### src/rtl/uart_tx_arbiter.sv
// Round-robin arbiter sharing one uart_tx between several byte producers.
// One byte per grant, held until the frame completes or tx_busy never rises.
module uart_tx_arbiter #(
    parameter int NUM_REQ        = 4,
    parameter int BITS_PER_WORD  = 8,
    parameter int ACCEPT_TIMEOUT = 16
) (
    input  logic                               clk,
    input  logic                               rst_n,
    input  logic [NUM_REQ-1:0]                 req_valid,
    input  logic [NUM_REQ*BITS_PER_WORD-1:0]   req_data,
    output logic [NUM_REQ-1:0]                 req_ready,
    output logic [BITS_PER_WORD-1:0]           tx_data,
    output logic                               tx_data_valid,
    input  logic                               tx_busy,
    output logic [$clog2(NUM_REQ)-1:0]         grant_id,
    output logic                               done_pulse,
    output logic                               timeout_pulse
);

    localparam int IW = $clog2(NUM_REQ);
    localparam int CW = $clog2(ACCEPT_TIMEOUT);
    localparam int W  = BITS_PER_WORD;

    typedef enum logic [1:0] {
        IDLE,
        ISSUE,
        WAIT_BUSY,
        WAIT_DONE
    } state_t;

    state_t          state;
    state_t          state_n;
    logic [IW-1:0]   ptr;
    logic [IW-1:0]   win;
    logic            hit;
    logic [CW-1:0]   cnt;
    logic            grant;
    logic            fin_done;
    logic            fin_to;

    // Winner: first valid requester scanning from ptr upward, wrapping.
    always_comb begin
        win = '0;
        hit = 1'b0;
        for (int k = NUM_REQ - 1; k >= 0; k--) begin
            if (req_valid[(int'(ptr) + k) % NUM_REQ]) begin
                win = IW'((int'(ptr) + k) % NUM_REQ);
                hit = 1'b1;
            end
        end
    end

    // State register.
    always_ff @(posedge clk or negedge rst_n) begin
        if (!rst_n) begin
            state <= IDLE;
        end else begin
            state <= state_n;
        end
    end

    // Next state and handshake strobes; no grant while reset is held.
    always_comb begin
        state_n       = state;
        req_ready     = '0;
        tx_data_valid = 1'b0;
        grant         = 1'b0;
        fin_done      = 1'b0;
        fin_to        = 1'b0;
        unique case (state)
            IDLE: begin
                if (rst_n && hit && !tx_busy) begin
                    grant          = 1'b1;
                    req_ready[win] = 1'b1;
                    state_n        = ISSUE;
                end
            end
            ISSUE: begin
                tx_data_valid = 1'b1;
                state_n       = WAIT_BUSY;
            end
            WAIT_BUSY: begin
                if (tx_busy) begin
                    state_n = WAIT_DONE;
                end else if (cnt == CW'(ACCEPT_TIMEOUT - 2)) begin
                    fin_to  = 1'b1;
                    state_n = IDLE;
                end
            end
            WAIT_DONE: begin
                if (!tx_busy) begin
                    fin_done = 1'b1;
                    state_n  = IDLE;
                end
            end
            default: state_n = IDLE;
        endcase
    end

    // Byte capture, accept-timeout counter, pointer advance and pulses.
    always_ff @(posedge clk or negedge rst_n) begin
        if (!rst_n) begin
            tx_data       <= '0;
            grant_id      <= '0;
            ptr           <= '0;
            cnt           <= '0;
            done_pulse    <= 1'b0;
            timeout_pulse <= 1'b0;
        end else begin
            done_pulse    <= fin_done;
            timeout_pulse <= fin_to;
            if (grant) begin
                tx_data  <= req_data[win*W +: W];
                grant_id <= win;
            end
            if (state == ISSUE) begin
                cnt <= '0;
            end else if (state == WAIT_BUSY) begin
                cnt <= cnt + 1'b1;
            end
            if (fin_done || fin_to) begin
                if (grant_id == IW'(NUM_REQ - 1)) begin
                    ptr <= '0;
                end else begin
                    ptr <= grant_id + 1'b1;
                end
            end
        end
    end

endmodule

### config.mk
export PLATFORM = sky130hd
export DESIGN_NAME = uart_tx_arbiter
export DESIGN_NICKNAME = d
export VERILOG_FILES = /design/src/rtl/uart_tx_arbiter.sv
export SDC_FILE = /design/constraint.sdc
export NUM_CORES = 1
export LEC_CHECK = 0
export CORE_ASPECT_RATIO = 1.5
export CORE_MARGIN = 2
export CORE_UTILIZATION = 30
export CTS_CLUSTER_SIZE = 30
export DETAILED_ROUTE_END_ITERATION = 7
export MAX_ROUTING_LAYER = met4
export PLACE_DENSITY_LB_ADDON = 0.3
export SLEW_MARGIN = 20
export SYNTH_ARGS = -nofsm -noshare
export SYNTH_HDL_FRONTEND = slang
export SYNTH_SLANG_ARGS = --single-unit
### constraint.sdc
create_clock -name clk -period 4.97 [get_ports clk]
set_input_delay 0.497 -clock clk [delete_from_list [all_inputs] [get_ports clk]]
set_output_delay 0.497 -clock clk [all_outputs]
set_load 0.01 [all_outputs]
Word-level counts from Yosys, hierarchy flattened. Index checks and enable logic that the tools add are counted.

Bits of input ports: 39. Word-level logic and storage cells: 80. Memories: 0. Memory bits (read-only): 0. Latch bits: 0. Memory bits (writable): 0. Bits in registers: 20.

Add/sub/neg operators: 5. $mul: 0. Bitwise logic cells: 3. Shift-type cells: 1. Reductions and logical operators: 11. Mux-type cells: 39. Magnitude comparators: 6. Div/mod/pow operators: 0. Eq/ne operators: 8.

Operators with widths (number): $shiftx 32x6->8 (1); $mux 1 (20); $mux 2 (9); $mux 4 (4); $lt 3x4->1 const B (3); $bmux 1 s2 (4); $pmux 2 s4 (1); $eq 2x2->1 const B (3); $lt 2x3->1 const B (2); $reduce_or 2->1 (3); $add 2x1->2 const B (2); $add 2x2->2 const B (2); $add 4x1->4 const B (1); $eq 4x4->1 const B (1); $ne 2x2->1 const B (2); $and 1x1->1 const A (3); $logic_and 1x1->1 (3); $ne 3x3->1 const B (1); $reduce_and 3->1 (1); $demux 1 s2 (1); $eq 2x1->1 const B (1); $ge 2x1->1 const B (1); $logic_not 2->1 (1); $reduce_bool 2->1 (1); 2 further kinds (2).

Longest topological paths before layout. Gate-level depths: netlist of run 1.

Depth in word-level cells: 16. Depth in mapped cells: 7. Mapped depth without buffers: 7.

Worst setup path before layout of run 1. OpenSTA, ideal clock, no wires.

Path kind: input port to output port. Start point: in req_valid[1]. End point: out req_ready[2]. Cell stages on the path: 4. Path slack: 3.002 ns. Arrival: 1.471 ns. Path buffers: 1. Cell sequence: or4_1 > nand4b_1 > buf_2 > nor3_1.

Longest elaborated chain between the ends: 13. Elaborated cells between the ends (all ways): 28.

Ends and longest elaborated chain: start, declared (line 10) `input logic [NUM_REQ-1:0] req_valid,`; $bmux 1 s2 (line 47) `if (req_valid[(int'(ptr) + k) % NUM_REQ]) begin`; $mux 1 (not written as such) (2 in a row) (line 47); $mux 2 (4 in a row) (line 47); $lt 2x3->1 (not written as such) / $ge 2x1->1 (equally long branches) (line 75) `req_ready[win] = 1'b1;`; $logic_and 1x1->1 (not written as such) (line 75); $mux 1 (not written as such) (line 75); $demux 1 s2 (line 75); $mux 4 * (line 73) `if (rst_n && hit && !tx_busy) begin`; $mux 4 * (line 71) `unique case (state)`; end, declared (line 12) `output logic [NUM_REQ-1:0] req_ready,`.

Every way passes the cells marked *; elsewhere a longest branch is shown, timed or not. The select of a mux whose other input is x is not followed.

Worst setup path in the final report of run 1.
Start point: in req_valid[1]. End point: out req_ready[0].

Same word-level chain as after synthesis.

==> metrics.cfg, run 1 <==
[status]
status = finished, final reports clean

[place]
dp.cells = 238
hpwl_um = 2680
dp_slack_ps = 1740
port_buffers = 55
place.gp.congestion = 0.826

[final_layout]
finalNonFillerCells = 242
regArea_um2 = 500
fill_cells = 417
nets = 243
multi_input_area_um2 = 749
layout-drive-gt1-share_pct = 7.65
area_growth_pct = 51.4
diodes = 0

[clock_network]
cts_sinks = 20
cts_tree = yes
ctsHoldBuffers = 0
ctsResizeCount = 0
post_cts_buffers = 0
clk_pin_slew_ps = 80
htree_levels = 1
clock-root-buffer = clkbuf_8
insertion_delay_ps = 270
clock_path_buffers = 2
cts_inserted_buffers = 3

[setup_path]
worstSetupEndpointType = output pin
start_kind = primary input
arrival_ps = 2730
worstPathRequired_ps = 4470
critPathKind = primary input to output pin
crit_path_max_fanout = 21

[timing]
setup_viol = 0
relSlewSlack_pct = 62.1
finalSetupTns_ps = 0
period_share_pct = 65.0
clock.fmax_mhz = 310
finalCriticalPeriod_ps = 3230
report.final.slew_viol_count = 0
hold_violations = 0
worst_clock_skew_ps = 3.98
rsz0062_at_grt = false
fin_ws_ps = 1740
worst_pin_slew_ps = 568

[die]
dieArea_um2 = 4900
fp.dieW_um = 57.8
ioPinCount = 56
rows = 29
die_y_um = 84.7
design.core.area_um2 = 4210
start_util_pct = 31.0

[yosys]
synth-seq-cells = 20
netlist_area_um2 = 1300
synth_fp_nets = 184
synth_cell_types = 39
synth_warnings = 0
yosysSeqAreaShare_pct = 38.4
syn_inst = 138
syn_avg_cell_area_um2 = 9.45

[global_routing]
grt_pass1_wl_um = 5580
antenna_found_initial = 0
grt_max_degree = 23
grt_overflow_total = 0
grt_pass1_vias = 1199
grt_usage_pct = 15.1

[detailed_routing]
ant_nets = 0
drc = 0
avgRoutedWirePerCell_um = 14.6
totalWireLength_um = 3550
vias = 1253
drt_iter0_markers = 48
vias_per_cell = 5.18
first_pass_iters = 5

[job]
cap_violations = 0

[pwr]
power_density_nw_per_um2 = 488
leakage_nw = 0.830
peakVddDrop_uv = 268

[worst_hold_path]
hold_path.class = flip-flop to flip-flop

==> power breakdown <==
group,internal [mW],leakage (nW),switching [mW]
logic,0.257,0.547,0.238
clock network,0.108,0.0357,0.0627
registers,0.237,0.247,0.0608
total,0.602,0.830,0.361
==> cell usage after synthesis (all sizes together) <==
cell type	instances	area [um^2]
a31o	1	17.5
o22ai	3	18.8
or2	1	6.26
a211o	8	70.1
nor2	7	33.8
a21o	1	7.51
mux2	3	33.8
nand4b	1	8.76
or4	1	7.51
inv	6	22.5
dfrtp	20	500
nand2	17	66.3
o211ai	8	60.1
o21a	1	7.51
nor3b	1	7.51
mux2i	8	80.1
a222oi	1	10.0
nor2b	3	18.8
buf	4	31.3
nand2b	3	18.8
a31oi	2	18.8
o2bb2ai	1	8.76
and3b	1	8.76
ha	7	87.6
nand3	10	50.1
o21ai	11	55.1
nor3	1	5.00
and3	1	6.26
nand3b	1	7.51
a21oi	5	28.8
==> cell type report <==
type	instances	share of cell area (%)
sequential	20	25.3
tap	46	2.92
multi-input combinational	108	38.0
timing repair buffer	58	29.0
clock buffer	3	2.09
clock inverter	1	1.52
inverter	6	1.14
==> registers in the layout, indices dropped and copies added, names as in the netlist <==
register       count
tx_data            8
cnt                4
done_pulse         1
state              2
ptr                2
grant_id           2
timeout_pulse      1
==> worst max-delay path, cell delays in order <==
cell             delay, ps
clkdlybuf4s50_1        480
or4_1                  580
nand4b_1               120
buf_4                  250
inv_2                   70
nand2_2                170
nor2_1                  70
clkdlybuf4s50_1        490
==> stage by stage <==
stage / hold slack (ps) / utilization, % / power, mW / cell area [um^2]
after global placement: 496 / 45.2 / 0.795 / 1900
after CTS: 515 / 46.9 / 0.975 / 1970
final: 512 / 46.9 / 0.963 / 1970
after detailed placement: 498 / 45.2 / 0.801 / 1900
after global routing: 548 / 46.9 / 1.04 / 1970
after floorplan: 201 / - / 0.608 / 1300
==> path summary, 6_finish.rpt <==
kind                       slack [ps]            to         start  cells past startpoint
max in group asynchronous        4180    tx_data[4]         rst_n                      2
hold / removal                    510    tx_data[0]    tx_data[0]                      2
setup reg to reg                 3130    tx_data[3]        ptr[1]                      5
setup / recovery                 1740  req_ready[0]  req_valid[1]                      8
hold reg to reg                   510    tx_data[0]    tx_data[0]                      2
min in group asynchronous         560    tx_data[0]         rst_n                      2
==> cell families (layout without fill, tap and decap cells) <==
group                    Yosys count  in the layout  synth area share [%]
multiplexers                      11             11                  8.73
AO/OA/AOI/OAI                     42             42                  23.2
flip-flops                        20             20                  38.4
buffers and inverters             10             68                  4.13
AND/OR/NAND/NOR                   48             48                  18.8
adder cells (fa/ha/maj)            7              7                  6.72
==> placed cells by master (no fill, tap or decap), types with 4 or more instances in the layout <==
cell             synthesis  final
mux2i_1                  8      8
nor2_1                   6      6
a211o_1                  8      8
ha_1                     7      7
o211ai_1                 8      8
a21oi_1                  4      4
nand2_1                 16     16
clkdlybuf4s50_1          0     55
o21ai_0                 10     10
nand3_1                 10     10
dfrtp_1                 20     20
inv_1                    5      5
==> metal layers <==
layer  up-vias  share of wire, %  GRT usage [%]
met5         -                 0              -
met2        28                52           24.0
met3         7               3.1           1.39
li1        627                 -              -
met1       591                42           18.8
met4         0               2.7           7.82
(Power assumes the default switching activity.)
==> run 2: changes to the inputs <==
- clock period: 4.97 -> 3.3 ns (I/O delays scaled with it)
==> run 2 against run 1 <==
Global-route usage rose by 0.32 points. Utilization hardly changed. Sequential cell count is the same. Sequential power is 50% higher. Clock skew rose by 1.3 ps. Clock power rose by 13%. Critical endpoint unchanged. Highest routed layer unchanged.
==> metrics.cfg, run 2 (same netlist as run 1, synthesis figures left out) <==
[status]
status = finished, final reports clean

[global_routing]
grt_usage_pct = 15.4  ; +0.32 points
grt_max_degree = 22  ; -4.3%
grt_overflow_total = 0  ; unchanged
antenna_found_initial = 0  ; unchanged
grt_pass1_wl_um = 5640  ; +0.99%
grt_pass1_vias = 1176  ; -1.9%

[final_layout]
largest_register = tx_data
diodes = 0  ; unchanged
nets = 245  ; +0.82%
regArea_um2 = 500  ; unchanged
layout_common_cells = clkdlybuf4s50_1 (55), dfrtp_1 (20), nand2_1 (16)
finalNonFillerCells = 244  ; +0.83%
top_regs = tx_data (8), cnt (4)
fill_cells = 415  ; -0.48%
layout_commonest_cell = clkdlybuf4s50_1
area_growth_pct = 51.3  ; about the same
layout-drive-gt1-share_pct = 8.59  ; +0.93 points
largest_reg_flops = 8  ; unchanged
fin_util_pct = 46.9  ; about the same
multi_input_area_um2 = 749  ; unchanged

[setup_path]
critPathKind = primary input to output pin
r2r-start = ptr[1]
crit_path_max_fanout = 9  ; -57%
arrival_ps = 2390  ; -340 ps
worstSetupEndpointType = output pin
worstPathRequired_ps = 2970  ; -1500 ps
start_kind = primary input
startpoint = req_valid[1]

[detailed_routing]
ant_nets = 0  ; unchanged
first_pass_iters = 4  ; -1
vias = 1262  ; +0.72%
avgRoutedWirePerCell_um = 14.6  ; -0.29%
vias_per_cell = 5.17  ; -0.11%
drt_iter0_markers = 44  ; -8.3%
totalWireLength_um = 3560  ; +0.54%
drc = 0  ; unchanged

[die]
dieArea_um2 = 4900  ; unchanged
start_util_pct = 31.0  ; unchanged
rows = 29  ; unchanged
die_y_um = 84.7  ; unchanged
fp.dieW_um = 57.8  ; unchanged
design.core.area_um2 = 4210  ; unchanged
ioPinCount = 56  ; unchanged

[timing]
report.final.slew_viol_count = 0  ; unchanged
fin_ws_ps = 583  ; -1160 ps
hold_violations = 0  ; unchanged
relSlewSlack_pct = 62.8  ; +0.73 points
rsz0062_at_grt = false
clock.fmax_mhz = 368
finalCriticalPeriod_ps = 2720
worst_pin_slew_ps = 557  ; -11.0 ps
finalSetupTns_ps = 0  ; unchanged
period_share_pct = 82.3
hold_slack_ps = 496  ; -15.9 ps
setup_viol = 0  ; unchanged
worst_clock_skew_ps = 5.23  ; +1.25 ps

[clock_network]
ctsResizeCount = 0  ; unchanged
cts_inserted_buffers = 3  ; unchanged
clock_path_buffers = 2  ; unchanged
clk_pin_slew_ps = 80  ; about the same
cts_sinks = 20  ; unchanged
clock-root-buffer = clkbuf_8
post_cts_buffers = 0  ; unchanged
insertion_delay_ps = 260  ; about the same
ctsHoldBuffers = 0  ; unchanged
htree_levels = 1  ; unchanged
cts_tree = yes

[pwr]
power_density_nw_per_um2 = 706  ; +45%
peakVddDrop_uv = 399  ; +49%
leakage_nw = 0.832  ; +0.25%

[place]
port_buffers = 55  ; unchanged
place.gp.congestion = 0.758  ; -8.1%
hpwl_um = 2700  ; +0.74%
dp.cells = 240  ; +0.84%
dp_slack_ps = 595  ; -1150 ps

[worst_hold_path]
hold_path.class = primary input to async pin

[job]
cap_violations = 0  ; unchanged

-- run 2: changes by cell type in the layout (fill, tap and decap cells not counted), sizes merged --
| cell | before | now |
|---|---|---|
| buf | 3 | 5 |
| bufinv | 1 | 0 |
| clkbuf | 3 | 4 |
-- run 2: area by class of cell --
type,instances,area share (%)
Inverter,6,1.14
Tap cell,46,2.92
Clock buffer,4,2.79
Sequential cell,20,25.4
Multi-Input combinational cell,108,38.0
Timing Repair Buffer,60,29.8
-- run 2: final timing paths --
kind                       slack [ps]  cells past startpoint      endpoint
min in group clk                  520                      2    tx_data[6]
max reg2reg                      1530                      6    tx_data[0]
min                               500                      2    tx_data[3]
max in group asynchronous        2580                      2        cnt[2]
min reg2reg                       520                      2    tx_data[6]
max                               580                      7  req_ready[0]
-- run 2: per-stage QoR --
step | power (mW) | cell area, um^2
final | 1.39 | 1970
after global routing | 1.51 | 1970
after CTS | 1.41 | 1970
after detailed placement | 1.21 | 1920
after global placement | 1.21 | 1920
after floorplan | 0.915 | 1300
-- run 2: per-layer routing --
metal / vias up / global-route usage [%] / wire length (um)
met5: - / - / 0
met4: 0 / 7.61 / 95
met3: 7 / 1.85 / 145
met2: 39 / 23.9 / 1790
met1: 587 / 19.7 / 1530
li1: 629 / - / -
-- run 2: critical path, stage by stage --
cell	delay, ps
clkdlybuf4s50_1	480
or4_1	600
nand4b_1	200
inv_2	60
nand2_2	170
nor2_1	60
clkdlybuf4s50_1	470
-- run 2: report_power, final --
part           internal [mW]  switching, mW
combinational          0.394          0.358
clock                  0.106         0.0855
sequential             0.357         0.0909
